## config.mk

```make
export PLATFORM = sky130hd
export DESIGN_NAME = sequenciador_servo
export DESIGN_NICKNAME = d
export VERILOG_FILES = /design/src/rtl/sequenciador_servo.sv
export SDC_FILE = /design/constraint.sdc
export NUM_CORES = 1
export LEC_CHECK = 0
export ABC_AREA = 1
export CAP_MARGIN = 40
export CELL_PAD_IN_SITES_DETAIL_PLACEMENT = 0
export CELL_PAD_IN_SITES_GLOBAL_PLACEMENT = 2
export CORE_MARGIN = 2
export CORE_UTILIZATION = 29
export DETAILED_ROUTE_END_ITERATION = 12
export PLACE_DENSITY_LB_ADDON = 0.2
export SETUP_SLACK_MARGIN = 0.4
export SLEW_MARGIN = 20
export SYNTH_ARGS = -nofsm -noshare
export SYNTH_HDL_FRONTEND = slang
export SYNTH_SLANG_ARGS = --single-unit
```

## constraint.sdc

```tcl
create_clock -name clock -period 1.6 [get_ports clock]
set_input_delay 0.16 -clock clock [delete_from_list [all_inputs] [get_ports clock]]
set_output_delay 0.16 -clock clock [all_outputs]
set_load 0.02 [all_outputs]
```

## src/rtl/sequenciador_servo.sv

```systemverilog
// Servo position sequencer: steps a 2-bit position code toward a target with a
// settle delay per step, or sweeps 00..11..00 continuously while requested.
module sequenciador_servo #(
  parameter int unsigned TEMPO_PASSO = 10_000_000
) (
  input  logic       clock,
  input  logic       reset,
  input  logic       iniciar,
  input  logic [1:0] destino,
  input  logic       varrer,
  input  logic       parar,
  output logic [1:0] posicao,
  output logic       ocupado,
  output logic       pronto,
  output logic [2:0] db_estado
);

  localparam int unsigned CW = (TEMPO_PASSO > 1) ? $clog2(TEMPO_PASSO) : 1;
  localparam logic [CW-1:0] CNT_FIM = CW'(TEMPO_PASSO - 1);

  typedef enum logic [2:0] {
    OCIOSO       = 3'b000,
    PASSO        = 3'b001,
    ESPERA       = 3'b010,
    CONCLUI      = 3'b011,
    VARRE_PASSO  = 3'b100,
    VARRE_ESPERA = 3'b101
  } estado_t;

  estado_t       estado, estado_prox;
  logic [1:0]    alvo, alvo_prox, pos_prox;
  logic [CW-1:0] cnt, cnt_prox;
  logic          dir, dir_prox, dir_ef;

  always_comb begin
    estado_prox = estado;
    alvo_prox   = alvo;
    pos_prox    = posicao;
    cnt_prox    = cnt;
    dir_prox    = dir;
    // At an end stop the sweep must turn around regardless of the stored flag.
    dir_ef      = (posicao == 2'b11) ? 1'b0 : (posicao == 2'b00) ? 1'b1 : dir;

    case (estado)
      OCIOSO: begin
        if (iniciar) begin
          alvo_prox   = destino;
          estado_prox = (destino == posicao) ? CONCLUI : PASSO;
        end else if (varrer && !parar) begin
          estado_prox = VARRE_PASSO;
        end
      end
      PASSO: begin
        if (parar) begin
          estado_prox = OCIOSO;
        end else begin
          pos_prox    = (alvo > posicao) ? posicao + 2'd1 : posicao - 2'd1;
          cnt_prox    = '0;
          estado_prox = ESPERA;
        end
      end
      ESPERA: begin
        if (parar) begin
          estado_prox = OCIOSO;
        end else if (cnt == CNT_FIM) begin
          estado_prox = (posicao == alvo) ? CONCLUI : PASSO;
        end else begin
          cnt_prox = cnt + CW'(1);
        end
      end
      CONCLUI: estado_prox = OCIOSO;
      VARRE_PASSO: begin
        if (parar) begin
          estado_prox = OCIOSO;
        end else begin
          pos_prox    = dir_ef ? posicao + 2'd1 : posicao - 2'd1;
          dir_prox    = (pos_prox == 2'b11) ? 1'b0 : (pos_prox == 2'b00) ? 1'b1 : dir_ef;
          cnt_prox    = '0;
          estado_prox = VARRE_ESPERA;
        end
      end
      VARRE_ESPERA: begin
        if (parar) begin
          estado_prox = OCIOSO;
        end else if (cnt == CNT_FIM) begin
          estado_prox = varrer ? VARRE_PASSO : OCIOSO;
        end else begin
          cnt_prox = cnt + CW'(1);
        end
      end
      default: estado_prox = OCIOSO;
    endcase
  end

  // Status outputs are registered from the next state so they align with estado.
  always_ff @(posedge clock) begin
    if (reset) begin
      estado    <= OCIOSO;
      posicao   <= '0;
      alvo      <= '0;
      cnt       <= '0;
      dir       <= 1'b1;
      ocupado   <= 1'b0;
      pronto    <= 1'b0;
      db_estado <= '0;
    end else begin
      estado    <= estado_prox;
      posicao   <= pos_prox;
      alvo      <= alvo_prox;
      cnt       <= cnt_prox;
      dir       <= dir_prox;
      ocupado   <= (estado_prox != OCIOSO);
      pronto    <= (estado_prox == CONCLUI);
      db_estado <= estado_prox;
    end
  end

endmodule

```

==> results of run 1 <==
-- registers in the layout, summed over array words and instances (netlist names) --
signal	flops
dir	1
pronto	1
alvo	2
posicao	2
ocupado	1
estado	3
cnt	24
-- synth_stat cells --
cell | number | area share, %
a21oi_1 | 22 | 4.8
nor2_1 | 85 | 14
a22oi_1 | 1 | 0.33
buf_4 | 2 | 0.66
buf_6 | 2 | 0.99
clkbuf_1 | 3 | 0.50
nand3_1 | 37 | 8.1
xnor2_1 | 6 | 2.3
nand2_4 | 1 | 0.50
buf_2 | 1 | 0.22
o21ai_0 | 9 | 2.0
o21bai_1 | 1 | 0.33
nand2_2 | 3 | 0.83
xor2_1 | 8 | 3.1
inv_1 | 32 | 5.3
dfxtp_1 | 34 | 30
nor2_2 | 6 | 1.7
inv_2 | 3 | 0.50
nand2_1 | 98 | 16
nor2_4 | 1 | 0.50
nand3_2 | 1 | 0.44
or2_2 | 1 | 0.28
ha_1 | 5 | 2.8
nand4_1 | 2 | 0.55
inv_4 | 2 | 0.55
nor3b_2 | 1 | 0.55
nor3_1 | 3 | 0.66
nand3b_1 | 2 | 0.66
a21oi_4 | 1 | 0.72
-- path summary, 6_finish.rpt --
path                            cells past startpoint  slack, ns       from       to
worst min register to register                      2       0.47    alvo[0]  alvo[0]
worst max register to register                      8       0.02  estado[0]   cnt[3]
worst min-delay path                                2       0.47    alvo[0]  alvo[0]
worst max-delay path                                8       0.02  estado[0]   cnt[3]
-- logic make-up (layout without fill, tap and decap cells) --
family                     count (synthesis)  in the layout  share of synthesized area [%]
buffers and inverters                     45            107                           8.70
adders and majority gates                  5              5                           2.75
xor gates and xnor gates                  14             14                           5.40
AOI/OAI and AO/OA                         34             34                           8.21
and+or+nand+nor                          241            241                           45.0
DFF                                       34             34                           30.0
-- routing by layer --
metal  wire (microns)  GRT usage [%]  vias up  part of all wire, %
li1                 -              -     1289                    -
met1             3320           20.6     1134                   46
met2             3640           30.4       35                   50
met3              159           2.77        9                  2.2
met4              130           4.85        0                  1.8
met5                0              0        -                    0
-- stage by stage --
stage	TNS, ns	hold WS [ns]	setup WS (ns)	instances	cell area (sq um)
floorplan	0	0.303	0.110	373	2320
global placement	0	0.455	0.0140	512	2800
detailed placement	0	0.457	0.0112	512	2800
CTS	0	0.468	0.0762	527	3050
global route	-0.877	0.500	-0.0639	537	3340
finish	0	0.471	0.0159	537	3340
-- what timing repair did --
action                     in CTS  in global routing
pin swaps                      17                 29
buffers inserted                7                  8
resized for setup              46                 60
setup endpoints to repair      39                 36
cloned                          0                  2
-- report_power, final --
group | switching (W) | internal (W)
logic | 0.000281 | 0.000216
registers | 0.0000178 | 0.000862
clock network | 0.000336 | 0.000352
total | 0.000635 | 0.00143
-- layout make-up --
class                           instances  share of cell area (%)
Multi-Input combinational cell        294                    50.4
Clock buffer                            8                    2.70
Timing Repair Buffer                   62                    16.8
Inverter                               37                    4.84
Tap cell                              102                    3.82
Sequential cell                        34                    21.5
-- tightest hold or removal path, cell delays in order (launching register included) --
cell     delay (ns)
dfxtp_1        0.30
inv_1          0.07
a21oi_1        0.06
==> flow_summary_export.csv, run 1 <==
group,metric,value,unit
finish,final_common_cell,"nand2_1",
finish,final_cell_mix,"nand2_1, nor2_1, buf_4",
finish,fin_nets,446,
timing,fin_crit_sh,99.0,%
floorplan,core-area,7650,sq um
timing,fin_skew,0.00749,ns
logic_synthesis,syn_area,2270,sq um
status,status,"complete, no violations",
clock_network,cts_root_buf,"clkbuf_8",
detailed_routing,drc,0,
floorplan,die_x,92.5,microns
clock_network,numCtsBuffers,5,
setup_path,critical_path.top_delay_family,"simple AND/OR/NAND/NOR gates",
pwr,p_leak,1.24,nW
floorplan,rows,32,
logic_synthesis,avgSynthCellArea,6.09,sq um
logic_synthesis,yosys_warnings,0,
clock_network,cts_tree,"done",
detailed_routing,drt_first_pass_iters,4,
setup_path,cp_num_buf_inv,2,
timing,finalCriticalPeriod,1.58,ns
finish,antenna_cells,0,
detailed_routing,ant_nets,0,
setup_path,cp_slowest_cell,"dfxtp_4",
setup_path,critPathMaxFanout,5,
setup_path,worst_ep_arrival_time,1.77,ns
setup_path,setup.worst_path.start_class,"flip-flop",
placed_design,gp_congestion,0.846,
logic_synthesis,yosysSeqAreaShare,30.0,%
logic_synthesis,synth_seq_cells,34,
pwr,vdd_drop_max,0.276,mV
timing,max_slew_margin,77.2,%
finish,drive_gt1_share,36.3,%
clock_network,clk_path_buf_depth,2,
detailed_routing,vias,2467,
pwr,p_per_area,619,nW/um^2
timing,setup_viol,0,
finish,final_util,43.7,%
floorplan,die-area,8560,sq um
clock_network,clk_pin_slew_worst_paths,0.07,ns
detailed_routing,routed_wl,7250,microns
detailed_routing,avgViaCountPerCell,4.59,
finish,multi_input_area,1680,sq um
detailed_routing,first_iter_violations,99,
global_routing,grt_pass1_wl,11200,microns
hold_path,hp-class,"flip-flop to flip-flop",
clock_network,worstSkewPairLatency,0.29,ns
flow_run,maxCapViolations,0,
finish,num-fill-cells,821,
pwr,power,0.00207,W
global_routing,antenna_found_initial,0,
setup_path,crit_type,"flip-flop to flip-flop",
setup_path,required,1.78,ns
logic_synthesis,synthCells,373,
timing,fmax,0.631,GHz
placed_design,hpwl,5010,microns
timing,maxSlewViolCount,0,
clock_network,clock-sinks,34,
timing,hold_viol,0,
logic_synthesis,yosysUniqueCellTypes,29,
clock_network,cts_hold_buf,0,
floorplan,ios,14,
global_routing,grt_usage,16.9,%
finish,regArea,718,sq um
detailed_routing,wire_per_inst,13.5,microns
timing,rsz0062_at_grt,"true",
floorplan,start_util,29.7,%
setup_path,crit_path_max_incr_delay,0.36,ns
global_routing,gr-total-overflow,0,
global_routing,grt_max_degree,24,
clock_network,cts_max_level,2,
finish,area_growth,46.9,%
global_routing,grt_pass1_vias,2281,
logic_synthesis,syn_nets,385,
timing,tightest_slew,0.341,ns
setup_path,critPathCaptureType,"flip-flop",
setup_path,worstPathCellList,"nand3b_1 > nand2_2 > inv_4 > a21oi_4 > nand2_8 > clkbuf_16 > nor3b_2 > nor2_1",
placed_design,portBuffers,13,
floorplan,die_h,92.5,microns
Note: power is estimated with default switching activity, not from simulation.
==> run 2: changes to the inputs <==
--- a/config.mk
+++ b/config.mk
@@ -11,6 +11,7 @@
 export CELL_PAD_IN_SITES_GLOBAL_PLACEMENT = 2
 export CORE_MARGIN = 2
 export CORE_UTILIZATION = 29
+export CTS_CLUSTER_SIZE = 24
 export DETAILED_ROUTE_END_ITERATION = 12
 export PLACE_DENSITY_LB_ADDON = 0.2
 export SETUP_SLACK_MARGIN = 0.4
==> results of run 2 <==
Final layout, timing and power as in run 1 (identical DEF).
